## config.mk

```make
export PLATFORM = sky130hd
export DESIGN_NAME = mux8_rr_scheduler
export DESIGN_NICKNAME = d
export VERILOG_FILES = /design/src/rtl/mux8_rr_scheduler.sv
export SDC_FILE = /design/constraint.sdc
export NUM_CORES = 1
export LEC_CHECK = 0
export BUFFER_PORTS_ARGS = -buffer_cell sky130_fd_sc_hd__clkbuf_2
export CORE_ASPECT_RATIO = 0.8
export CORE_MARGIN = 3
export CORE_UTILIZATION = 55
export DETAILED_ROUTE_END_ITERATION = 6
export GPL_TIMING_DRIVEN = 0
export HOLD_SLACK_MARGIN = 0.02
export PLACE_DENSITY = 0.77
export SYNTH_ARGS = -nofsm -noshare
export SYNTH_HDL_FRONTEND = slang
export SYNTH_SLANG_ARGS = --single-unit
```

## constraint.sdc

```tcl
create_clock -name clk -period 7.7 [get_ports clk]
set_input_delay 1.925 -clock clk [delete_from_list [all_inputs] [get_ports clk]]
set_output_delay 1.925 -clock clk [all_outputs]
set_load 0.05 [all_outputs]
```

## src/rtl/mux8_rr_scheduler.sv

```systemverilog
// Round-robin scheduler sharing one 8:1 single-bit mux among 8 requesters.
// Each grant tenure lasts up to MAX_HOLD cycles. The selected bit is registered onto Y together with a valid strobe.
module mux8_rr_scheduler #(
    parameter int MAX_HOLD = 4
) (
    input  logic       clk,
    input  logic       rst_n,
    input  logic [7:0] req,
    input  logic [7:0] I,
    output logic       S2,
    output logic       S1,
    output logic       S0,
    output logic [7:0] gnt,
    output logic       busy,
    output logic       Y,
    output logic       valid
);
    typedef enum logic {
        IDLE  = 1'b0,
        GRANT = 1'b1
    } state_t;

    localparam logic [7:0] HOLD_LAST = 8'(MAX_HOLD - 1);

    state_t     state, state_nxt;
    logic [2:0] ptr, ptr_nxt;
    logic [2:0] sel, sel_nxt;
    logic [7:0] hold_cnt, hold_nxt;
    logic [7:0] gnt_r, gnt_nxt;
    logic       y_r, valid_r;
    logic       win_found;
    logic [2:0] win_idx;
    logic       release_now;

    // The scan starts at ptr, so the last winner is always checked last.
    always_comb begin
        win_found = 1'b0;
        win_idx   = ptr;
        for (int i = 0; i < 8; i++) begin
            if (!win_found && req[ptr + 3'(i)]) begin
                win_found = 1'b1;
                win_idx   = ptr + 3'(i);
            end
        end
    end

    assign release_now = !req[sel] || (hold_cnt == HOLD_LAST);

    always_ff @(posedge clk) begin
        if (!rst_n) begin
            state    <= IDLE;
            ptr      <= 3'd0;
            sel      <= 3'd0;
            hold_cnt <= 8'd0;
            gnt_r    <= 8'd0;
        end else begin
            state    <= state_nxt;
            ptr      <= ptr_nxt;
            sel      <= sel_nxt;
            hold_cnt <= hold_nxt;
            gnt_r    <= gnt_nxt;
        end
    end

    always_comb begin
        state_nxt = state;
        ptr_nxt   = ptr;
        sel_nxt   = sel;
        hold_nxt  = hold_cnt;
        gnt_nxt   = gnt_r;
        if (state == GRANT && !release_now) begin
            hold_nxt = hold_cnt + 8'd1;
        end else if (win_found) begin
            state_nxt = GRANT;
            sel_nxt   = win_idx;
            gnt_nxt   = 8'd1 << win_idx;
            hold_nxt  = 8'd0;
            ptr_nxt   = win_idx + 3'd1;
        end else begin
            // With no winner, the FSM drops to IDLE and sel keeps its last value.
            state_nxt = IDLE;
            gnt_nxt   = 8'd0;
        end
    end

    always_ff @(posedge clk) begin
        if (!rst_n) begin
            y_r     <= 1'b0;
            valid_r <= 1'b0;
        end else if (state == GRANT) begin
            y_r     <= I[sel];
            valid_r <= 1'b1;
        end else begin
            y_r     <= 1'b0;
            valid_r <= 1'b0;
        end
    end

    always_comb begin
        busy         = (state == GRANT);
        {S2, S1, S0} = sel;
        gnt          = gnt_r;
        Y            = y_r;
        valid        = valid_r;
    end
endmodule

```

# Word level (Yosys, flattened, before mapping)
# Index checks and enable logic that the tools add are counted.
[totals]
ram_bits = 0
romBits = 0
register_bits = 25
output_inout_bits = 14
in_bits = 18
latch_bits = 0
mem_count = 0
[op_classes]
reduce_logical = 21
eq_ne = 1
multipliers = 0
magnitude_cmp = 9
n_addsub = 9
shift = 1
n_bitwise = 1
n_div = 0
muxes = 40
[op_table]
columns = ["operator", "n"]
rows = [
  ["less-than comparator 3 x 4 -> 1 bit (second input constant)", 9],
  ["binary-select mux 1 bit (select 3 bit)", 10],
  ["2-to-1 mux 8 bit", 3],
  ["2-to-1 mux 3 bit", 7],
  ["2-to-1 mux 1 bit", 20],
  ["adder 3 bit (second input constant)", 4],
  ["zero test 1 bit", 9],
  ["adder 8 x 1 -> 8 bit (second input constant)", 1],
  ["== test 8 x 2 -> 1 bit (second input constant)", 1],
  ["logical AND 1 bit", 8],
  ["left shift 1 x 3 -> 8 bit (first input constant)", 1],
  ["adder 3 x 1 -> 3 bit (second input constant)", 2],
  ["adder 3 x 2 -> 3 bit (second input constant)", 2],
  ["AND reduction 2 bit", 2],
  ["nonzero test 2 bit", 1],
  ["logical OR 1 bit", 1],
  ["NOT 1 bit", 1],
]

# Logic depth before layout (Yosys ltp)
[depth]
word_depth = 26
ltp_mapped = 17

# Worst setup path before layout
# Ideal clock, no wire load.
[synth_path]
path_kind = "input to register"
from = "in req[3]"
to = "reg gnt_r[6] (netlist: gnt[6])"
stages = 11
t_arrival_ns = 3.979
setup_slack_ns = 3.606
setup_ns = 0.115
required_ns = 7.585
path_buffers = 0
path_cell_list = "mux4_2 mux2_4 nor2_4 a221oi_2 o21a_1 o32ai_4 inv_1 ha_1 nand3_1 o2bb2ai_1 and2_1"
[synth_between]
elab_chain_cells = 26
word_cells_on_any_way = 53
classes_between = "1 x shift; 34 x mux; 18 x reduce/logical"
[synth_lines]
columns = ["item", "line_no", "source"]
rows = [
  ["start: declaration", "8", "input logic [7:0] req,"],
  ["binary-select mux 1 bit (select 3 bit)", "40", "if (!win_found && req[ptr + 3'(i)]) begin"],
  ["2-to-1 mux 1 bit (not written as such)", "40", ""],
  ["2-to-1 mux 1 bit", "40", ""],
  ["zero test 1 bit", "40", ""],
  ["logical AND 1 bit", "40", ""],
  ["2-to-1 mux 1 bit", "40", ""],
  ["zero test 1 bit", "40", ""],
  ["logical AND 1 bit", "40", ""],
  ["[... 11 more ...]", "--", ""],
  ["logical AND 1 bit", "40", ""],
  ["2-to-1 mux 1 bit", "40", ""],
  ["zero test 1 bit", "40", ""],
  ["logical AND 1 bit", "40", ""],
  ["2-to-1 mux 3 bit *", "40", ""],
  ["net win_idx[1]", "32", "logic [2:0] win_idx;"],
  ["left shift 1 x 3 -> 8 bit *", "76", "gnt_nxt = 8'd1 << win_idx;"],
  ["2-to-1 mux 8 bit *", "73", "end else if (win_found) begin"],
  ["end signal: assignment", "61", "gnt_r <= gnt_nxt;"],
  ["end: declaration", "29", "logic [7:0] gnt_r, gnt_nxt;"],
]
# Mark *: on every way through the listed nets, which the timed path passes. The rest lies on a longest branch. The select of a mux whose other input is x is not followed.
# A chain may end at the register's enable or synchronous reset.

# Worst setup path after layout
[layout_path]
from = "in req[7]"
to = "reg gnt_r[6] (netlist: gnt[6])"
# Same word-level chain as after synthesis.

==> results.txt <==
----------------------------------------------------
[Die]
  Standard-cell row count ... 20
  Die height ... roughly 63 um
  Die area ... between 0.004 and 0.005 mm2
  Starting density of the core ... slightly below 60%
  Number of placed I/O pins ... 32
  Die boundary width ... just under 80 um
  Core ar. ... around 0.0039 mm2

[Worst setup path]
  Critical Path AT ... roughly 4400 ps
  Critical-path cell with the highest stage delay ... mux4_2
  Most prevalent standard cell on the critical path ... nor3_1
  Worst Path Max Fanout ... 8
  Data required time at the worst endpoint ... between 7000 and 8000 ps
  Category of the critical setup timing path ... in2reg
  Crit path depth ... 12
  Largest delay share family, worst path ... multiplexers
  Type of origin of the critical path ... input pin
  Element type at the critical path end ... flop
  R2R cell count ... 17
  Crit-path cells ... clkbuf_2 -> mux4_2 -> mux2_4 -> or2_1 -> nor3_1 -> nor3_1 -> o32ai_4 -> inv_1 -> ha_1 -> nand3_1 -> o2bb2ai_1 -> and2_1
  CP Buf/Inv Count ... 2
  Delay contributed by the slowest stage of the critical path ... about 570 ps

[STA]
  Max-slew violation total from the final report ... 0
  Crit share post-route ... a little over half
  Worst Hold Slack ... between 400 and 500 ps
  Max-slew headroom at the worst pin ... 68.8%
  Unrepaired setup endpoints after global routing ... false
  Hold violation total from the final report ... 0
  Minimum clock period after layout ... about 4200 ps
  Worst Tran Pin Value ... 468 ps
  Total setup violations reported at the end of the flow ... 0
  Max Clk Rate ... about 240 MHz
  Sum Neg Setup Slack ... 0 ps
  Worst clock skew ... between 6 and 7 ps

[Clock tree]
  Longest Clk Path Bufs ... 2
  CTS tree ... built
  Clock-pin slew of the registers on the worst-case setup and hold paths ... about 90 ps
  Post CTS Setup Buffer Count ... 0
  Post-CTS Hold Buffers ... 0
  TritonCTS Buffers ... 3
  Clock latency on the worst-skew pair ... 270 ps
  Max H-tree Level ... 1
  Master cell of the clock root buffer ... clkbuf_8
  Number of gates resized after CTS ... 0
  Sink count of the clock tree ... 25

[Drt]
  Post-detailed-route via-to-cell ratio ... between 6 and 7
  Wire length per cell after detailed routing ... between 15 and 20 um
  Total number of vias ... about 2,000
  Final Routed Wirelength ... 5.14 mm
  Antenna violation net count after detailed routing ... 0
  DRT Pass-1 Iters ... 4
  Total DRC errors in the routed layout ... 0
  Number of DRC violations after detailed-routing iteration 0 ... ~170

[Global route]
  Antenna violations before repair ... 0
  Global-route usage over all layers ... between 20 and 25%
  Remaining global-route overflow ... 0
  Number of global-route vias before repair ... around 1,900
  Pin count of the biggest net entering global routing ... 14
  Global-route wire length before repair ... between 8 and 9 mm

[Logic synthesis]
  Number of warning messages in the yosys log ... 0
  Largest cells by area after synthesis ... dfxtp_1, mux4_2, mux2i_1, nand2_1, ha_1
  Gate count after technology mapping ... roughly 240
  Average cell area after synthesis ... 9.18 um2
  Top flip-flop cell by instance count after synthesis ... dfxtp_1
  Post-synthesis cell type count ... 64
  Most area-hungry cell type in the Yosys netlist ... dfxtp_1
  Cell Area, Synth ... between 0.002 and 0.0025 mm2
  Proportion of register bits with asynchronous set or reset after synthesis ... 0%
  Post-synth net total ... approximately 270
  Fraction of the yosys area taken by sequential cells ... between 20% and 30%
  Number of storage elements in the synthesis netlist ... 25
  Number of flops mapped to enable cells by yosys ... 0
  Synth top area share ... 22.4%

[Flow run]
  # Max-Cap Violations ... 0

[Pwr]
  Power Dens Cells ... ~440 mW/mm2
  VDD IR-drop max ... between 0.00015 and 0.0002 V
  LEAKAGE ... roughly 0.0010 uW

[Final layout]
  Combined area of the multi-input logic cells ... ~0.0016 mm2
  Final antenna diode count ... 0
  Total area of sequential cells ... between 500 and 600 um2
  Number of fill cells in the layout ... ~340
  Final layout net count ... between 300 and 400
  Finished Core Util ... 64.9%
  Share of post-route cells with drive strength above 1 ... between 20% and 30%
  Signed area change from the synthesized netlist to the final layout ... 12.1%

[Placed design]
  Detailed-placement wirelength estimate ... about 4 mm
  Buffers added on ports ... 31
  Final weighted congestion in routability-driven placement ... approximately 0.9

[Run status]
  Outcome ... completed

[Worst hold path]
  Cell count of the worst hold path ... 2
  Classification of the worst-slack hold path ... reg2reg

----------------------------------------------------
## worst min-delay path, delay by kind of cell (launching register included)
family | cells | cell delay [ps]
flops | 1 | 320
simple gates | 1 | 60
compound gates | 1 | 50
## cell families after synthesis
logic type	share of synthesized area (%)
AND/OR/NAND/NOR	22.4
AO/OA/AOI/OAI	20.3
multiplexers	22.9
flip-flops	22.4
buffers and inverters	5.22
XOR/XNOR	3.37
adder cells (fa/ha/maj)	3.37
## final cells by class
type | instances | area share (%)
inverters | 10 | 1.50
repair buffers | 31 | 6.21
plain buffers | 14 | 3.15
multi-input cells | 194 | 64.6
clock buffers | 4 | 1.80
well taps | 55 | 2.75
flip-flops and latches | 25 | 20.0
## worst paths after layout
path,slack [ps],from,to
hold reg to reg,470,gnt[0]$_SDFFE_PN0N_,gnt[0]$_SDFFE_PN0N_
setup / recovery,3490,req[7],gnt[6]$_SDFFE_PN0N_
setup reg to reg,3520,ptr[1]$_SDFFE_PN0P_,gnt[6]$_SDFFE_PN0N_
hold / removal,470,gnt[0]$_SDFFE_PN0N_,gnt[0]$_SDFFE_PN0N_
## metal layers
layer / part of all wire (%) / vias up / track usage (%)
li1: - / 971 / -
met4: 0 / 0 / 1.78
met1: 48 / 964 / 33.5
met3: 8.7 / 0 / 6.48
met5: 0 / - / 0
met2: 43 / 68 / 32.4
## state kept, by name (all words and copies together) (netlist names)
register and count:
gnt 8, hold_cnt 8, ptr 3, sel 3
Y 1, busy 1, valid 1
## metrics by stage
stage,power (uW),worst slack (ps),cells,instance area (um2)
after floorplan,871,3610,243,2230
after CTS,1100,3540,333,2500
after global routing,1200,3240,333,2500
final,1110,3490,333,2500
after detailed placement,1020,3240,329,2450
after global placement,1010,3260,329,2450
## power breakdown
part	internal [uW]	switching [uW]	total, uW
sequential	157	20.7	177
clock	37.0	41.2	78.2
combinational	345	509	854
## cell usage after synthesis (2+ instances only)
cell type	n
a21boi_1	4
buf_6	2
dfxtp_1	25
nor2_1	13
a211oi_1	4
a21oi_1	7
o2bb2ai_1	2
a21boi_0	3
nand4_1	3
o211a_1	3
inv_1	9
buf_2	3
mux4_2	13
xnor2_2	2
o221ai_2	2
ha_1	6
clkbuf_1	7
o21a_1	5
and3_1	4
nand3_1	13
buf_4	2
nand2_1	23
xnor2_1	2
nor3_1	5
a221oi_2	2
nand2b_1	4
o21ai_0	6
or2_1	2
mux2i_1	17
or2_2	3
a221oi_1	2
o21ai_1	4
nor2b_1	4
and2_1	7
## layout by cell type (no fill, tap or decap), types with 2 or more instances in the layout
cell type,instances
clkbuf_2,31
dfxtp_1,25
nand2_1,23
mux2i_1,17
mux4_2,13
nor2_1,13
nand3_1,13
inv_1,9
clkbuf_1,8
and2_1,7
a21oi_1,7
o21ai_0,6
ha_1,6
o21a_1,5
nor3_1,5
nand2b_1,4
nor2b_1,4
a211oi_1,4
o21ai_1,4
a21boi_1,4
and3_1,4
buf_2,3
or2_2,3
o211a_1,3
nand4_1,3
a21boi_0,3
clkbuf_8,3
buf_6,2
buf_4,2
xnor2_2,2
o221ai_2,2
xnor2_1,2
a221oi_2,2
or2_1,2
a221oi_1,2
o2bb2ai_1,2
Note: power is estimated with default switching activity, not from simulation.
